--- src/rtl/midi_voice_allocator.sv ---
`default_nettype none
// ============================================================================
// Module   : midi_voice_allocator
// Purpose  : Parses a raw MIDI byte stream into note-on/note-off commands and
//            assigns them to NUM_VOICES note-player voices. A note-on goes to
//            the voice already holding that note, else to the lowest-index
//            idle voice, else to the oldest voice (steal). A note-off releases
//            the active voice holding that note.
// Ports    : clk            - system clock
//            reset          - asynchronous, active-low reset
//            new_byte_ready - one-cycle strobe, new_byte valid
//            new_byte       - MIDI byte
//            voice_load     - one-hot pulse, voice (re)starts its note
//            voice_release  - one-hot pulse, voice stops its note
//            voice_active   - per-voice note currently held
//            voice_note     - packed notes, voice i at [7i+6:7i]
//            voice_velocity - packed velocities, same layout
//            steal          - pulse with voice_load when an active voice is taken
// Revision : 1.0 - initial release
// ============================================================================
module midi_voice_allocator #(
  parameter int NUM_VOICES = 4,
  parameter int VIDX_W     = 2
) (
  input  logic                    clk,
  input  logic                    reset,
  input  logic                    new_byte_ready,
  input  logic [7:0]              new_byte,
  output logic [NUM_VOICES-1:0]   voice_load,
  output logic [NUM_VOICES-1:0]   voice_release,
  output logic [NUM_VOICES-1:0]   voice_active,
  output logic [7*NUM_VOICES-1:0] voice_note,
  output logic [7*NUM_VOICES-1:0] voice_velocity,
  output logic                    steal
);

  typedef enum logic [1:0] {
    NO_STATUS = 2'd0,
    IGNORE    = 2'd1,
    DATA1     = 2'd2,
    DATA2     = 2'd3
  } parse_state_t;

  // --------------------------------------------------------------------------
  // Parser
  // --------------------------------------------------------------------------
  parse_state_t state_q;
  logic         kind_on_q;     // running status kind: 1 = 0x9n, 0 = 0x8n
  logic [6:0]   msg_note_q;
  logic         cmd_valid_q;   // a complete message was captured last edge
  logic         cmd_on_q;      // that message is a note-on (0x9n, velocity>0)
  logic [6:0]   cmd_note_q;
  logic [6:0]   cmd_vel_q;

  logic         byte_used;
  assign byte_used = new_byte_ready && (new_byte < 8'hF8);  // realtime bytes vanish

  always_ff @(posedge clk or negedge reset) begin
    if (!reset) begin
      state_q     <= NO_STATUS;
      kind_on_q   <= 1'b0;
      msg_note_q  <= '0;
      cmd_valid_q <= 1'b0;
      cmd_on_q    <= 1'b0;
      cmd_note_q  <= '0;
      cmd_vel_q   <= '0;
    end else begin
      cmd_valid_q <= 1'b0;
      if (byte_used) begin
        if (new_byte[7]) begin
          // 0x80-0x9F: note-off/note-on status; anything else drops running status
          if (new_byte[7:5] == 3'b100) begin
            kind_on_q <= new_byte[4];
            state_q   <= DATA1;
          end else begin
            state_q   <= IGNORE;
          end
        end else begin
          case (state_q)
            DATA1: begin
              msg_note_q <= new_byte[6:0];
              state_q    <= DATA2;
            end
            DATA2: begin
              cmd_valid_q <= 1'b1;
              cmd_on_q    <= kind_on_q && (new_byte[6:0] != 7'd0);
              cmd_note_q  <= msg_note_q;
              cmd_vel_q   <= new_byte[6:0];
              state_q     <= DATA1;    // running status: next pair is a new message
            end
            default: begin
            end
          endcase
        end
      end
    end
  end

  // --------------------------------------------------------------------------
  // Voice state
  // --------------------------------------------------------------------------
  logic [NUM_VOICES-1:0] load_q;
  logic [NUM_VOICES-1:0] release_q;
  logic [NUM_VOICES-1:0] active_q;
  logic                  steal_q;
  logic [6:0]            vnote_q [NUM_VOICES];
  logic [6:0]            vvel_q  [NUM_VOICES];
  logic [VIDX_W-1:0]     age_q   [NUM_VOICES];

  // Target selection. Loops run from the top index down so the lowest
  // matching index is the one left standing.
  logic              hit_found;
  logic [VIDX_W-1:0] hit_idx;
  logic              free_found;
  logic [VIDX_W-1:0] free_idx;
  logic [VIDX_W-1:0] old_idx;
  logic [VIDX_W-1:0] tgt_idx;
  logic              do_steal;

  always_comb begin
    hit_found  = 1'b0;
    hit_idx    = '0;
    free_found = 1'b0;
    free_idx   = '0;
    old_idx    = '0;
    for (int i = NUM_VOICES - 1; i >= 0; i--) begin
      if (active_q[i] && (vnote_q[i] == cmd_note_q)) begin
        hit_found = 1'b1;
        hit_idx   = VIDX_W'(i);
      end
      if (!active_q[i]) begin
        free_found = 1'b1;
        free_idx   = VIDX_W'(i);
      end
      if (age_q[i] == VIDX_W'(NUM_VOICES - 1)) begin
        old_idx = VIDX_W'(i);
      end
    end
    do_steal = !hit_found && !free_found;
    if (hit_found) begin
      tgt_idx = hit_idx;
    end else if (free_found) begin
      tgt_idx = free_idx;
    end else begin
      tgt_idx = old_idx;
    end
  end

  always_ff @(posedge clk or negedge reset) begin
    if (!reset) begin
      load_q    <= '0;
      release_q <= '0;
      active_q  <= '0;
      steal_q   <= 1'b0;
      for (int i = 0; i < NUM_VOICES; i++) begin
        vnote_q[i] <= '0;
        vvel_q[i]  <= '0;
        age_q[i]   <= VIDX_W'(i);
      end
    end else begin
      load_q    <= '0;
      release_q <= '0;
      steal_q   <= 1'b0;
      if (cmd_valid_q) begin
        if (cmd_on_q) begin
          vnote_q[tgt_idx]  <= cmd_note_q;
          vvel_q[tgt_idx]   <= cmd_vel_q;
          active_q[tgt_idx] <= 1'b1;
          load_q[tgt_idx]   <= 1'b1;
          steal_q           <= do_steal;
          // Move the target to rank 0; everything younger shifts up one,
          // keeping the ranks a permutation.
          for (int i = 0; i < NUM_VOICES; i++) begin
            if (age_q[i] < age_q[tgt_idx]) begin
              age_q[i] <= age_q[i] + VIDX_W'(1);
            end
          end
          age_q[tgt_idx] <= '0;
        end else if (hit_found) begin
          active_q[hit_idx]  <= 1'b0;
          release_q[hit_idx] <= 1'b1;
        end
      end
    end
  end

  assign voice_load    = load_q;
  assign voice_release = release_q;
  assign voice_active  = active_q;
  assign steal         = steal_q;

  for (genvar gi = 0; gi < NUM_VOICES; gi++) begin : g_pack
    assign voice_note[7*gi +: 7]     = vnote_q[gi];
    assign voice_velocity[7*gi +: 7] = vvel_q[gi];
  end

endmodule
`default_nettype wire

--- config.mk ---
export PLATFORM = sky130hd
export DESIGN_NAME = midi_voice_allocator
export DESIGN_NICKNAME = d
export VERILOG_FILES = /design/src/rtl/midi_voice_allocator.sv
export SDC_FILE = /design/constraint.sdc
export NUM_CORES = 1
export LEC_CHECK = 0
export ABC_AREA = 1
export CORE_MARGIN = 2
export CORE_UTILIZATION = 30
export CTS_CLUSTER_DIAMETER = 40
export DETAILED_ROUTE_END_ITERATION = 12
export SLEW_MARGIN = 10
export SYNTH_ARGS = -nofsm -noshare
export SYNTH_HDL_FRONTEND = slang
export SYNTH_SLANG_ARGS = --single-unit
--- constraint.sdc ---
create_clock -name clk -period 3.66 [get_ports clk]
set_clock_uncertainty 0.1 [all_clocks]
set_input_delay 0.732 -clock clk [delete_from_list [all_inputs] [get_ports clk]]
set_output_delay 0.732 -clock clk [all_outputs]
set_load 0.005 [all_outputs]
== Word level (Yosys, flattened, before mapping) ==
Index checks and enable logic that the tools add are counted.
W data, S select, Z words.
Operators by class
  add/sub/neg operators: 4
  order comparisons: 11
  equal/unequal tests: 11
  multiplexer cells: 62
  bitwise operators: 7
  reductions and logical operators: 21
Operators by type and width (number)
  $mux W2: 31
  $bwmux W28: 2
  $eq A7 B7 Y1: 4
  $mux W4: 7
  $mux W1: 15
  $demux W7 S2: 1
  $eq A2 B2 Y1 const B: 6
  $logic_and A1 B1 Y1: 10
  $reduce_and A3 Y1: 3
  $add A2 B1 Y2 const B: 4
  $and A8 B8 Y8: 1
  $lt A2 B2 Y1: 4
  $lt A8 B8 Y1 const B: 1
  $not A8 Y8: 1
  $mux W7: 1
  $reduce_bool A7 Y1: 1
  $lt A2 B3 Y1 const B: 2
  $reduce_and A2 Y1: 3
  $and A4 B4 Y4: 1
  $bmux W2 S2: 1
  $demux W1 S2: 2
  $demux W2 S2: 1
  $ge A2 B1 Y1 const B: 2
  $not A4 Y4: 1
  other kinds (10): 11
Storage, ports and cells
  register bits after elaboration: 103
  input port bits: 11
  output and inout bits: 69
  word-level logic and storage cells: 139

== Depth between registers and ports, before layout ==
  word-level depth: 16
  depth in mapped cells: 21

== Worst setup path before layout ==
Ideal clock, no wire load.
  path type: register to register
  start point: register cmd_note_q[2]
  end point: register age_q[2] (netlist name)
  library setup time: 73 ps
  arrival time: 1888 ps
  setup slack: 1599 ps
  stages on the path, launching flop included: 17
  period minus slack after synthesis: 2061 ps
  path through: dfrtp_1 > buf_6 > inv_6 > nand2_1 > nand2_1 > nor2_1 > nand2_1 > nor2_4 > nor2_2 > nand3_4 > nand3_1 > nand3_2 > nand2_4 > inv_4 > o21ai_2 > nand3_1 > a21oi_2
Between the ends
  cells in the longest elaborated chain, start to end: 16
Ends and longest elaborated chain
  start, declared: line 52  | logic [6:0] cmd_note_q;
  start signal, assigned: line 87  | cmd_note_q <= msg_note_q;
  $eq A7 B7 Y1: line 127  | if (active_q[i] && (vnote_q[i] == cmd_note_q)) begin
  $logic_and A1 B1 Y1: line 127
  $mux W2 / $mux W1 (equally long branches) (4 in series): line 127
  $mux W2 (*): line 140  | if (hit_found) begin
  $not A2 Y3 (not written as such) (*): line 174, 178
  $bmux W2 S2: line 174  | if (age_q[i] < age_q[tgt_idx]) begin
  $mux W2 (not written as such) (2 in series): line 174
  $lt A2 B2 Y1: line 174
  $mux W2: line 174
  $mux W2: line 165  | if (cmd_on_q) begin
  $mux W2: line 164  | if (cmd_valid_q) begin
  $and A8 B8 Y8 (no line) (*)
  end signal, assigned by index: line 158  | age_q[i] <= VIDX_W'(i);
  end signal, assigned by index: line 175  | age_q[i] <= age_q[i] + VIDX_W'(1);
  end, declared: line 108  | logic [VIDX_W-1:0] age_q [NUM_VOICES];
Mark *: on every way between the ends. The rest lies on a longest branch, timed or not. The select of a mux whose other input is x is not followed.
A chain may end at the register's enable or synchronous reset.

== Worst setup path after layout ==
  start point: register cmd_note_q[5]
  end point: register vvel_q, in the netlist voice_velocity[23]
Between the ends
  cells in the longest elaborated chain, start to end: 13
Ends and longest elaborated chain
  $eq A7 B7 Y1: line 127
  $logic_and A1 B1 Y1: line 127
  $mux W2 / $mux W1 (equally long branches) (4 in series): line 127
  $mux W2 (*): line 140
  $not A2 Y3 (not written as such) (*): line 167  | vvel_q[tgt_idx] <= cmd_vel_q;
  $ge A3 B3 Y1 (not written as such) / $lt A3 B1 Y1 (equally long branches): line 167
  $logic_and A1 B1 Y1 (not written as such): line 167
  $mux W7 (not written as such): line 167
  $demux W7 S2 (*): line 167
  $bwmux W28 (*): line 167
  end signal, assigned by index: line 167
  end, declared: line 107  | logic [6:0] vvel_q [NUM_VOICES];
Mark *: on every way between the ends. The rest lies on a longest branch, timed or not.

==> out/metrics.yaml <==
timing:
  setup_tns_ns: 0
  tightest_slew_ns: 0.850
  slew_violations: 0
  report.final.hold_viol_count: 0
  min_period_over_period_pct: 77.8
  relSlewSlack_pct: 43.3
  holdWs_ns: 0.352
  rsz0062_at_grt: "false"
  max_freq_mhz: 351
  fin_crit_ns: 2.85
  finalSetupViolCount: 0
  finalWorstSetupSlack_ns: 0.813
placement:
  placedCellCount: 936
  place_area_um2: 6050
  place.gp.congestion: 0.871
  hpwl_mm: 9.74
  place_worst_setup_slack_ns: 0.840
  io_buffers: 79
cells_and_area:
  n_antenna_cell: 0
  final_cell_mix: "240 x nand2_1, 99 x dfrtp_1, 78 x clkdlybuf4s50_1, 75 x inv_1, 46 x o21ai_0"
  fin_nets: 742
  areaGrowthSynthToFinish_pct: 25.1
  layout-drive-gt1-share_pct: 8.33
  fin_cells: 952
  n_fill_cell: 1713
  layout_commonest_cell: "nand2_1"
  final_area_um2: 6350
setup_path:
  r2r_slack_ns: 0.81
  worstPathCellList: "inv_4 > nand2_1 > o21ai_1 > nor2_1 > nand2_1 > nor2_2 > inv_1 > nand2_2 > nand2_4 > nand2_4 > inv_1 > nor2_1 > nand2_1 > buf_4 > nand2_1 > o21ai_1"
  slowest_delay_ns: 0.64
  crit_top_cell: "nand2_1"
  r2r_start: "cmd_note_q[5]$_DFFE_PN0P_"
  slowest_stage: "dfrtp_1"
  cp-startpoint: "cmd_note_q[5]$_DFFE_PN0P_"
  crit_fanout: 16
  setup.worst_path.class: "register to register"
  start_kind: "register"
  endpoint: "voice_velocity[23]$_DFFE_PN0P_"
  reg2reg_to: "voice_velocity[23]$_DFFE_PN0P_"
  reg2regPathDepth: 16
  worst_ep_arrival_time_ns: 2.99
  required_ns: 3.80
  worstSetupEndpointType: "register"
global_routing:
  grt_max_degree: 65
  antenna_found_initial: 0
  grt_overflow: 0
  grt_pass1_vias: 4213
  grt_pass1_wl_mm: 22.2
  grt_usage_pct: 16.0
synth:
  ys_seq_area_share_pct: 50.9
  synth_top_area_share_pct: 48.9
  yosysUniqueCellTypes: 32
  synth_top_cell_by_area: "dfrtp_1"
  netlist_instances: 652
  syn_nets: 667
  yosysWarnings: 0
  syn_area_per_cell_um2: 7.78
  synth_area_um2: 5070
  synth_area_leaders: "dfrtp_1 49%, nand2_1 18%, inv_1 5.6%"
  ys_ff_latch: 103
clock_network:
  cts_resized: 0
  cts_tree: "done"
  clk_pin_slew_worst_paths_ns: 0.07
  cts_sinks: 103
  postCtsSetupBuffers: 0
  clock_path_buffers: 2
  cts_buffers: 9
  clock_latency_ns: 0.36
  h-tree-depth: 3
  clockRootBuffer: "clkbuf_16"
  postCtsHoldBufs: 0
pwr:
  clkPwrFrac_pct: 22.1
  powerDensity_nw_per_um2: 702
  pwr-share-seq_pct: 39.4
  switching_share_pct: 40.0
  p_sw_mw: 1.78
  internal-power_mw: 2.67
  p_comb_share_pct: 38.5
  p_leak_nw: 2.99
  vdd_drop_max_uv: 379
drt:
  drt_iter0_markers: 319
  ant_nets: 0
  routed_wirelength_mm: 13.6
  vias: 4285
  wl_per_cell_um: 14.3
  drcViolationCount: 0
  firstDrtPassIters: 5
  via_per_inst: 4.50
floorplanning:
  die_y_um: 134
  ios: 80
  core.rowCount: 47
  die-width_um: 134
  start_util_pct: 30.7
  coreArea_um2: 16500
  dieArea_um2: 18000
hold_path:
  min_path_type: "input pin to async pin"
run:
  maxCapViolations: 0
outcome:
  status: "completed"
-- worst min path at each step --
stage | startpoint | endpoint | slack, ns | depth (start not counted)
6_report | reset | voice_active[0]$_DFFE_PN0P_ | 0.35 | 1
5_1_grt | msg_note_q[6]$_DFFE_PN0P_ | msg_note_q[6]$_DFFE_PN0P_ | 0.41 | 2
4_1_cts | msg_note_q[0]$_DFFE_PN0P_ | msg_note_q[0]$_DFFE_PN0P_ | 0.39 | 2
3_5_place_dp | msg_note_q[0]$_DFFE_PN0P_ | msg_note_q[0]$_DFFE_PN0P_ | 0.37 | 2
3_3_place_gp | msg_note_q[0]$_DFFE_PN0P_ | cmd_note_q[0]$_DFFE_PN0P_ | 0.36 | 2
2_1_floorplan | reset | age_q[2]$_DFFE_PN0P_ | 0.34 | 0
-- worst max-delay path, delay by kind of cell, from the launching register on --
| family | cells | cell delay [ns] |
|---|---|---|
| AO/OA/AOI/OAI | 2 | 0.12 |
| AND/OR/NAND/NOR | 10 | 1.24 |
| buffers and inverters | 4 | 0.63 |
| flip-flops | 1 | 0.64 |
-- cell families after synthesis --
logic type	Yosys count	synth area share, %
fa+ha+maj	4	0.987
flops	103	50.9
buf+inv	110	9.57
simple gates	332	27.8
mux	1	0.222
compound gates	102	10.5
-- cells in the mapped netlist (all sizes together) --
cell type and number:
clkbuf 5, a21boi 3, nand2 247, dfrtp 99, nand3b 2, ha 4
nor4 2, inv 89, nor2 45, nand4 9, a21oi 7, dfstp 4
mux2 1, o32a 1, o21ai 90, buf 16, nand3 25, o311ai 1
nor3 2
-- power by group through the flow --
stage	sequential [mW]	clock [mW]	combinational, mW
2_1_floorplan	1.64	0	1.20
3_3_place_gp	1.77	0	1.70
3_5_place_dp	1.77	0	1.71
4_1_cts	1.76	1.02	1.73
5_1_grt	1.80	1.06	1.94
6_report	1.75	0.984	1.72
-- registers in the layout, indices dropped and copies added, names as in the netlist --
signal and cells:
age_q 8, cmd_note_q 7, cmd_on_q 1, cmd_valid_q 1
cmd_vel_q 7, kind_on_q 1, msg_note_q 7, state_q 2
steal 1, voice_active 4, voice_load 4, voice_note 28
voice_release 4, voice_velocity 28
-- layout make-up --
cell class	instances	area, µm²	share of cell area, %
clock buffer	10	229	3.61
clock inverter	6	68.8	1.08
inverter	89	349	5.50
multi-input combinational	439	2010	31.6
sequential	103	2580	40.7
tap	220	275	4.34
timing repair buffer	85	833	13.1
-- stage by stage --
stage          utilization, %  power (mW)
5_1_grt                  38.4        4.80
6_report                 38.4        4.45
3_3_place_gp             36.6        3.47
2_1_floorplan               -        2.84
3_5_place_dp             36.6        3.49
4_1_cts                  38.4        4.50
-- metal layers --
metal / track usage (%) / vias to the layer above / routed length, µm
met5: 0 / - / 0
met4: 5.03 / 0 / 252
met3: 5.06 / 18 / 954
met2: 24.5 / 114 / 5840
met1: 21.7 / 1964 / 6570
li1: - / 2189 / -
No activity file was read; power rests on OpenSTA's default activity.
==> variant, RTL diff (same flow settings) <==
The 4 states of `parse_state_t` get a one-hot encoding in 4 bits.
--- a/src/rtl/midi_voice_allocator.sv
+++ b/src/rtl/midi_voice_allocator.sv
@@ -36,7 +36,7 @@
 
-  typedef enum logic [1:0] {
-    NO_STATUS = 2'd0,
-    IGNORE    = 2'd1,
-    DATA1     = 2'd2,
-    DATA2     = 2'd3
+  typedef enum logic [3:0] {
+    NO_STATUS = 4'b0001,
+    IGNORE    = 4'b0010,
+    DATA1     = 4'b0100,
+    DATA2     = 4'b1000
   } parse_state_t;
Behaviour: no difference found for any inputs over 4 cycles, from zero or initial values and one cycle with reset low; so few cycles prove little.
==> variant against the unedited design <==
Fmax increased by 0.30%. Total power decreased by 22%. Area after synthesis increased by 1.7%. Critical path type unchanged. Cell area increased by 0.99%. Sequential cell count increased by 2. Highest routed layer unchanged. Wire length decreased by 2.0%. Setup slack improved by 0.0084 ns.
==> variant: results (changes against the unedited design) <==
outcome:
  outcome: "finished, final reports clean"
global_route:
  grt_pass1_wl_mm: 22.3  # +0.53%
  gr-usage-met3_pct: 3.68  # -1.4 points
  grt_max_degree: 42  # -35%
  grt_usage_pct: 15.8  # -0.19 points
  grt_pass1_vias: 4232  # +0.45%
critical_path:
  slowest_delay_ns: 0.56  # -0.08 ns
  cp_max_fo: 31  # +15
placement:
  dp.cells: 939  # +0.32%
  globalplace.congestion: 0.870  # -0.13%
  placed_cell_area_um2: 6110  # +1.0%
  dp_slack_ns: 0.777  # -0.0631 ns
  dp_hpwl_mm: 9.82  # +0.80%
cells_and_area:
  inverters_excl_clock: 94  # +5.6%
  regArea_um2: 2630  # +2.0%
  final-nonclk-buf-share_pct: 12.8  # -0.36 points
  layout-drive-gt1-share_pct: 8.57  # +0.24 points
  final_nets: 745  # +0.40%
  multi_input_area_share_pct: 31.6  # about the same
  num-fill-cells: 1720  # +0.41%
  buffers: 83  # -2.4%
  clock_buffers: 9  # -1
power:
  ir_worst_vdd_v: 0.000224  # -41%
  p_leak_nw: 3.05  # +2.0%
yosys:
  ys_types: 34  # +6.3%
  synthTopCellsByArea: "dfrtp_1 (49%), nand2_1 (17%), o21ai_0 (5.9%), inv_1 (5.8%), nor2_1 (3.3%)"
  synthesis.nets: 671  # +0.60%
  netlist_instances: 656  # +0.61%
routing:
  viasPerCell: 4.39  # -2.4%
  firstDrtPassIters: 4  # -1
[variant: cell count changes in the layout (fill, tap and decap cells not counted), sizes merged, moves of 3 or more]
cell,before,now
clkinv,3,0
inv,90,101
nand2,247,235
nand3,25,29
nand4,9,6
nor2,45,52
[variant: final timing paths]
kind                                            to     startpoint  cells past startpoint  slack (ns)
worst max-delay path                voice_note[23]  cmd_note_q[6]                     14        0.82
worst min-delay path              voice_release[0]          reset                      1        0.26
worst max register to register      voice_note[23]  cmd_note_q[6]                     14        0.82
worst min register to register          state_q[0]     state_q[0]                      2        0.35
max in group asynchronous       voice_velocity[19]          reset                      2        2.43
min in group clk                        state_q[0]     state_q[0]                      2        0.35
[variant: power by group]
group,switching (mW),total (mW),internal [mW]
registers,0.210,1.54,1.33
clock network,0.515,1.01,0.492
logic,0.563,0.910,0.346
total,1.29,3.46,2.17
[variant: logic make-up after synthesis]
logic type / synth area share [%]
compound gates: 10.8
xor+xnor: 0.340
fa+ha+maj: 0.970
buf+inv: 9.63
flops: 51.1
simple gates: 27.2
